**src/rtl/tt_um_seq_divider_hhrb98.sv**
```systemverilog
// Sequential unsigned restoring divider tile: 8-bit dividend / 4-bit divisor.
// Latency: done rises 8 edges after the start edge (1 edge when dividing by zero).
// Backpressure: none; start is ignored while busy, ena=0 freezes every register.
//
// Ports:
//   clk, rst_n    clock and asynchronous active-low reset
//   ena           tile enable; all registers hold while low
//   ui_in         dividend
//   uio_in        [3:0] divisor, [4] start, [7] result select, [6:5] unused
//   uio_out       [5] busy, [6] done, other bits 0
//   uio_oe        constant 8'b0110_0000 (busy/done pins driven)
//   uo_out        sel=0: quotient; sel=1: {dz, 3'b000, remainder}
module tt_um_seq_divider_hhrb98 #(
  parameter int DIVIDEND_W = 8,
  parameter int DIVISOR_W  = 4
) (
  input  logic       clk,
  input  logic       rst_n,
  input  logic       ena,
  input  logic [7:0] ui_in,
  input  logic [7:0] uio_in,
  output logic [7:0] uio_out,
  output logic [7:0] uio_oe,
  output logic [7:0] uo_out
);

  localparam int CNT_W = $clog2(DIVIDEND_W);
  localparam logic [CNT_W-1:0] LAST_STEP = CNT_W'(DIVIDEND_W - 1);

  typedef enum logic [1:0] {
    S_IDLE = 2'd0,
    S_CALC = 2'd1,
    S_DONE = 2'd2
  } state_e;

  state_e                state_q, state_d;
  logic [DIVIDEND_W-1:0] dvd_q, dvd_d;    // dividend shifting out, quotient shifting in
  logic [DIVISOR_W-1:0]  dsr_q, dsr_d;    // latched divisor
  logic [DIVISOR_W:0]    prem_q, prem_d;  // partial remainder
  logic [CNT_W-1:0]      cnt_q, cnt_d;
  logic [DIVIDEND_W-1:0] quo_q, quo_d;
  logic [DIVISOR_W-1:0]  rem_q, rem_d;
  logic                  dz_q, dz_d;
  logic                  busy_q, busy_d;
  logic                  done_q, done_d;

  logic [DIVISOR_W-1:0]  divisor_in;
  logic                  start;
  logic                  sel;
  logic [DIVISOR_W:0]    trial;
  logic                  fits;
  logic                  unused_pins;

  assign divisor_in  = uio_in[DIVISOR_W-1:0];
  assign start       = uio_in[4];
  assign sel         = uio_in[7];
  assign unused_pins = &{1'b0, uio_in[6:5]};

  // Bring down the next dividend bit and test whether the divisor fits.
  assign trial = {prem_q[DIVISOR_W-1:0], dvd_q[DIVIDEND_W-1]};
  assign fits  = (trial >= {1'b0, dsr_q});

  always_comb begin
    state_d = state_q;
    dvd_d   = dvd_q;
    dsr_d   = dsr_q;
    prem_d  = prem_q;
    cnt_d   = cnt_q;
    quo_d   = quo_q;
    rem_d   = rem_q;
    dz_d    = dz_q;
    busy_d  = busy_q;
    done_d  = done_q;

    if (ena) begin
      case (state_q)
        S_IDLE, S_DONE: begin
          if (start) begin
            dvd_d   = ui_in[DIVIDEND_W-1:0];
            dsr_d   = divisor_in;
            prem_d  = '0;
            cnt_d   = '0;
            done_d  = 1'b0;
            // A zero divisor still passes through one CALC edge (which commits
            // the saturated result), so busy stays low for that case.
            busy_d  = (divisor_in != '0);
            state_d = S_CALC;
          end
        end
        S_CALC: begin
          if (dsr_q == '0) begin
            quo_d   = '1;
            rem_d   = '1;
            dz_d    = 1'b1;
            busy_d  = 1'b0;
            done_d  = 1'b1;
            state_d = S_DONE;
          end else begin
            prem_d = fits ? (trial - {1'b0, dsr_q}) : trial;
            dvd_d  = {dvd_q[DIVIDEND_W-2:0], fits};
            cnt_d  = cnt_q + CNT_W'(1);
            if (cnt_q == LAST_STEP) begin
              quo_d   = {dvd_q[DIVIDEND_W-2:0], fits};
              rem_d   = prem_d[DIVISOR_W-1:0];
              dz_d    = 1'b0;
              busy_d  = 1'b0;
              done_d  = 1'b1;
              state_d = S_DONE;
            end
          end
        end
        default: state_d = S_IDLE;
      endcase
    end
  end

  always_ff @(posedge clk or negedge rst_n) begin
    if (!rst_n) begin
      state_q <= S_IDLE;
      dvd_q   <= '0;
      dsr_q   <= '0;
      prem_q  <= '0;
      cnt_q   <= '0;
      quo_q   <= '0;
      rem_q   <= '0;
      dz_q    <= 1'b0;
      busy_q  <= 1'b0;
      done_q  <= 1'b0;
    end else begin
      state_q <= state_d;
      dvd_q   <= dvd_d;
      dsr_q   <= dsr_d;
      prem_q  <= prem_d;
      cnt_q   <= cnt_d;
      quo_q   <= quo_d;
      rem_q   <= rem_d;
      dz_q    <= dz_d;
      busy_q  <= busy_d;
      done_q  <= done_d;
    end
  end

  assign uio_out = {1'b0, done_q, busy_q, 5'b0_0000};
  assign uio_oe  = 8'b0110_0000;
  assign uo_out  = sel ? {dz_q, {(7 - DIVISOR_W){1'b0}}, rem_q} : quo_q;

endmodule

```
**config.mk**
```make
export PLATFORM = sky130hd
export DESIGN_NAME = tt_um_seq_divider_hhrb98
export DESIGN_NICKNAME = d
export VERILOG_FILES = /design/src/rtl/tt_um_seq_divider_hhrb98.sv
export SDC_FILE = /design/constraint.sdc
export NUM_CORES = 1
export LEC_CHECK = 0
export BUFFER_PORTS_ARGS = -buffer_cell sky130_fd_sc_hd__buf_2
export CORE_ASPECT_RATIO = 1.1
export CORE_UTILIZATION = 54
export DETAILED_ROUTE_END_ITERATION = 6
export HOLD_SLACK_MARGIN = 0.05
export MAX_ROUTING_LAYER = met4
export PLACE_DENSITY_LB_ADDON = 0.15
export SETUP_SLACK_MARGIN = 0.05
export SLEW_MARGIN = 20
export SYNTH_ARGS = -nofsm -noshare
export SYNTH_HDL_FRONTEND = slang
export SYNTH_SLANG_ARGS = --single-unit
export TNS_END_PERCENT = 1
```
**constraint.sdc**
```tcl
create_clock -name clk -period 2 [get_ports clk]
set_input_delay 0.2 -clock clk [delete_from_list [all_inputs] [get_ports clk]]
set_output_delay 0.2 -clock clk [all_outputs]
set_load 0.05 [all_outputs]
```
Yosys cells after proc, flatten, opt, wreduce, memory -nomap -nowiden:

Index checks and enable logic that the tools add are counted.

* register bits after elaboration: 36
* input bits: 19
* output and inout port bits: 24
* word-level logic and storage cells: 58

* add/subtract/negate cells: 2
* order comparisons: 1
* equal/unequal tests: 6
* muxes and demuxes: 28
* reductions and logical operators: 11

Operator list (number)
* 8-bit 2-to-1 mux: 5
* 4-bit 2-to-1 mux: 5
* 8-bit case mux with 2 select lines: 1
* 3-bit AND reduction: 3
* 4-bit case mux with 2 select lines: 1
* 4-bit AND reduction: 2
* 1-bit 2-to-1 mux: 7
* 2-bit 2-to-1 mux: 3
* 3-bit 2-to-1 mux: 2
* 3-bit case mux with 2 select lines: 1
* 5-bit by 4-bit greater-or-equal comparator with 1-bit output: 1
* 4-bit zero test: 1
* 2-bit inequality test (second input constant): 2
* 1-bit case mux with 2 select lines: 2
* 2-bit case mux with 2 select lines: 1
* 2-bit nonzero test: 2
* 4-bit nonzero test: 1
* 4-bit subtractor: 1
* 3-bit by 1-bit adder with 3-bit output (second input constant): 1
* 3-bit == test (second input constant): 1
* 3-bit inequality test (second input constant): 1
* 2-bit by 1-bit == test with 1-bit output (second input constant): 1
* 2-bit == test (second input constant): 1
* 2-bit zero test: 1
* 2-bit OR reduction: 1

Logic depth before layout (Yosys ltp):

* depth in word-level cells: 4
* gate-level depth with buffers: 8
* depth with buffers taken out: 7

Worst setup path after synthesis:

No wires, ideal clock.

* path kind: flip-flop to flip-flop
* from: register dsr_q[0]
* to: register prem_q[0]
* setup time: 0.118 ns
* data arrival time: 1.687 ns
* data required time: 1.882 ns
* slack: 0.195 ns
* cell stages (with the launch flop): 7
* clock period less this slack: 1.805 ns
* cells stage by stage: dfrtp_1 > ha_1 > nand2b_1 > a211oi_1 > o21ai_1 > mux2i_1 > a21o_1

* cells in the longest elaborated chain, start to end: 4
* elaborated cells between the ends (all ways): 8

RTL lines
* start: declaration: RTL line 38 `logic [DIVISOR_W-1:0] dsr_q, dsr_d;`
* start signal: assignment: RTL line 132 `dsr_q <= dsr_d;`
* 4-bit subtractor or 5-bit by 4-bit greater-or-equal comparator with 1-bit output (tied branches): RTL line 99, 61
* 4-bit 2-to-1 mux: RTL line 99 `prem_d = fits ? (trial - {1'b0, dsr_q}) : trial;`
* 4-bit 2-to-1 mux: RTL line 91 `if (dsr_q == '0) begin`
* 4-bit case mux with 2 select lines: RTL line 76 `case (state_q)`
* end signal: assignment: RTL line 133 `prem_q <= prem_d;`
* end: declaration: RTL line 39 `logic [DIVISOR_W:0] prem_q, prem_d;`

Several ways; a longest one is shown, not always the timed one. The select of a mux whose other input is x is not followed.
A chain may end at the register's enable or synchronous reset.

Final worst setup path:

* from: register dvd_q[7]
* to: register rem_q[1]

* cells in the longest elaborated chain, start to end: 4
* elaborated cells between the ends (all ways): 5

RTL lines
* start: declaration: RTL line 37 `logic [DIVIDEND_W-1:0] dvd_q, dvd_d;`
* start signal: assignment: RTL line 131 `dvd_q <= dvd_d;`
* 4-bit subtractor or 5-bit by 4-bit greater-or-equal comparator with 1-bit output (tied branches): RTL line 99, 61
* 4-bit 2-to-1 mux (*): RTL line 99
* 4-bit 2-to-1 mux (*): RTL line 102 `if (cnt_q == LAST_STEP) begin`
* 4-bit 2-to-1 mux (*): RTL line 91
* end signal: assignment: RTL line 136 `rem_q <= rem_d;`
* end: declaration: RTL line 42 `logic [DIVISOR_W-1:0] rem_q, rem_d;`

Mark *: on every way between the ends. The rest lies on a longest branch, timed or not. The select of a mux whose other input is x is not followed.

==> flow_summary.toml <==
[yosys]
synth_edf_count = 0
synth_top_cell_by_area = "dfrtp_1"
syn_area_um2 = 1942
async_flop_share_pct = 100.0
synth_top_area_share_pct = 46.39
syn-instance-count = 174
synth_area_per_cell_um2 = 11.16
muxShareOfSynthArea_pct = 10.37
synthXorXnorAreaFrac_pct = 0.9021
ys_top_cells_by_count = "dfrtp_1 (36), buf_4 (17), nand2_1 (14)"
synthTopCellsByArea = "dfrtp_1 (46%), buf_4 (6.6%), mux2_2 (5.2%)"
yosys.cell_count.top_type = "dfrtp_1"
synth.distinct_cells = 43
synth_top_family_by_area = "compound AO/OA/AOI/OAI gates"
ys_ff_latch = 36
synth_fa_ha_area_share_pct = 4.897
ys.flop_type = "dfrtp_1"
synth_seq_area_share_pct = 46.39
yosys_warnings = 0
synth_compound_area_share_pct = 14.76
synth-simple-area-share_pct = 11.98

[setup_path]
cp.arrival_ps = 2180
timing.rr.end = "rem_q[1]"
reg2reg_from = "dvd_q[7]"
ff2ff_setup_slack_ps = 20
start_kind = "flip-flop"
crit_end = "rem_q[1]"
setup.worst_path.end_class = "flip-flop"
path_max_fanout = 5
startpoint = "dvd_q[7]"
crit_type = "flip-flop to flip-flop"
critical_path_required_ps = 2200
r2r_cells = 7

[floorplan]
die_h_um = 64.90
rows = 22
core_um2 = 3386
initial_core_util_pct = 57.35
ios = 43
design.die.area_um2 = 3840
die_w_um = 59.18

[cts]
clockBufferDepth = 2
numCtsBuffers = 5
clock_latency_ps = 340
h-tree-depth = 2
cts_root_buffer = "clkbuf_4"
tritoncts = "built"
clock-sinks = 36
clk_pin_slew_ps = 110

[place]
dp_slack_ps = 11.43
place_hpwl_um = 2620
io_buffer_count = 26
gp_congestion = 0.7859

[timing]
finalSetupViolations = 0
final.setup_skew_ps = 14.53
fin_tns_setup_ps = 0
max-slew-margin-rel_pct = 47.09
timing.final.ws_setup_ps = 17.81
worstMarginPinSlew_ps = 793.6
maxSlewViolCount = 0
fin_crit_sh_pct = 99.11
post-route-min-period_ps = 1982
fmax_ghz = 0.5045
rsz0062_at_grt = "yes"
hold_violations = 0

[pwr]
p_switching_mw = 1.686
p_per_area_nw_per_um2 = 1766
p_int_mw = 2.105
p_comb_share_pct = 56.1
finalPower_mw = 3.791
swShare_pct = 44.47
p_leak_nw = 1.027
vdd_drop_max_uv = 986.6
power_frac_clock_pct = 9.9
p_seq_share_pct = 34.0

[drt]
vias_per_cell = 5.365
drc = 0
drtAntennaViolNets = 0
dr_total_vias = 1352
wl_um = 3628
drt_iter0_markers = 27
wl_per_cell_um = 14.40
first_pass_iters = 4

[layout]
final_nets = 229
drive_gt1_share_pct = 29.41
antenna_cells = 0
utilization_pct = 63.41
syn_to_final_growth_pct = 10.57

[grt]
grt_max_degree = 37
overflow = 0
grt_pass1_vias = 1336
grt_pass1_wl_um = 5927
track_usage_pct = 21.27
antenna_found_initial = 0

[job]
cap_violations = 0

[worst_hold_path]
hp-class = "input port to flip-flop"

[run_status]
status = "finished clean"
==> kinds of logic (layout without fill, tap and decap cells) <==
| logic type | after synthesis | after routing |
|---|---|---|
| mux | 19 | 19 |
| xor+xnor | 2 | 2 |
| buf+inv | 29 | 47 |
| flops | 36 | 36 |
| fa+ha+maj | 7 | 7 |
| other cells | 2 | 14 |
| compound gates | 41 | 41 |
| simple gates | 38 | 38 |
==> per-stage QoR <==
stage	std cells	instance area [um^2]	hold slack (ps)
after global routing	252	2147	103.5
after detailed placement	240	2022	321.0
after floorplan	186	1987	-95.59
final	252	2147	105.7
after CTS	249	2097	93.34
after global placement	240	2022	317.0
==> cell usage in the layout (no fill, tap or decap), drive strengths merged, types with 2 or more instances in the layout <==
cell type | Yosys | final
o22ai | 2 | 2
o211ai | 2 | 2
conb | 2 | 14
ha | 6 | 6
mux2i | 10 | 10
nand3 | 3 | 3
inv | 6 | 6
nand2 | 14 | 14
o21ai | 14 | 14
a21o | 3 | 3
nor4 | 2 | 2
a22o | 2 | 2
clkinv | 0 | 3
nor2 | 6 | 6
mux2 | 9 | 9
nand3b | 3 | 3
nor2b | 4 | 4
clkbuf | 2 | 5
o22a | 10 | 10
dfrtp | 36 | 36
buf | 21 | 32
a31oi | 2 | 2
==> metal layers <==
metal  vias to the layer above  part of all wire [%]  GRT usage, %
li1                        647                     -             -
met5                         -                     0             -
met1                       673                    44         25.42
met2                        28                    52         35.94
met4                         0                  0.66         4.464
met3                         4                   3.8         5.589
==> power groups by stage <==
stage | registers, mW | logic, mW | clock network (mW)
2_1_floorplan | 1.23 | 1.66 | 0
3_3_place_gp | 1.29 | 1.82 | 0
3_5_place_dp | 1.31 | 1.90 | 0
4_1_cts | 1.29 | 1.94 | 0.389
5_1_grt | 1.33 | 2.33 | 0.413
6_report | 1.29 | 2.13 | 0.376
==> flip-flops by register name, indices dropped and copies added, names as in the netlist <==
signal	count
busy_q	1
cnt_q	3
done_q	1
dsr_q	4
dvd_q	8
dz_q	1
prem_q	4
quo_q	8
rem_q	4
state_q	2
==> worst max-delay path, cell delays in order (launching register included) <==
cell	delay (ps)
dfrtp_1	390
inv_1	100
ha_1	260
nand2b_1	180
a211oi_2	340
o21ai_2	170
mux2i_1	260
a31oi_1	140
==> how the worst min path moves through the flow <==
| stage | cells past startpoint | end | from |
|---|---|---|---|
| global route | 2 | dsr_q[0] | uio_in[0] |
| global placement | 1 | prem_q[3] | rst_n |
| finish | 2 | dsr_q[1] | uio_in[1] |
| detailed placement | 1 | rem_q[3] | rst_n |
| floorplan | 0 | busy_q | rst_n |
| CTS | 2 | dsr_q[1] | uio_in[1] |
==> final cells by class <==
| cell class | instances | area (um^2) |
|---|---|---|
| clock inverters | 3 | 18.77 |
| inverters | 6 | 22.52 |
| multi-input cells | 121 | 922.1 |
| well taps | 48 | 60.06 |
| clock buffers | 5 | 37.54 |
| flip-flops and latches | 36 | 900.9 |
| fillers | 303 | 1239 |
| repair buffers | 33 | 185.2 |
==> timing repair <==
item / 4_1_cts / 5_1_grt
endpoints found under the hold margin: 36 / 0
pin swaps: 0 / 1
endpoints found under the setup margin: 6 / 7
setup buffers: 0 / 3
gates cloned: 0 / 0
resized for setup: 2 / 4
hold buffers: 1 / 0
(Power assumes the default switching activity.)
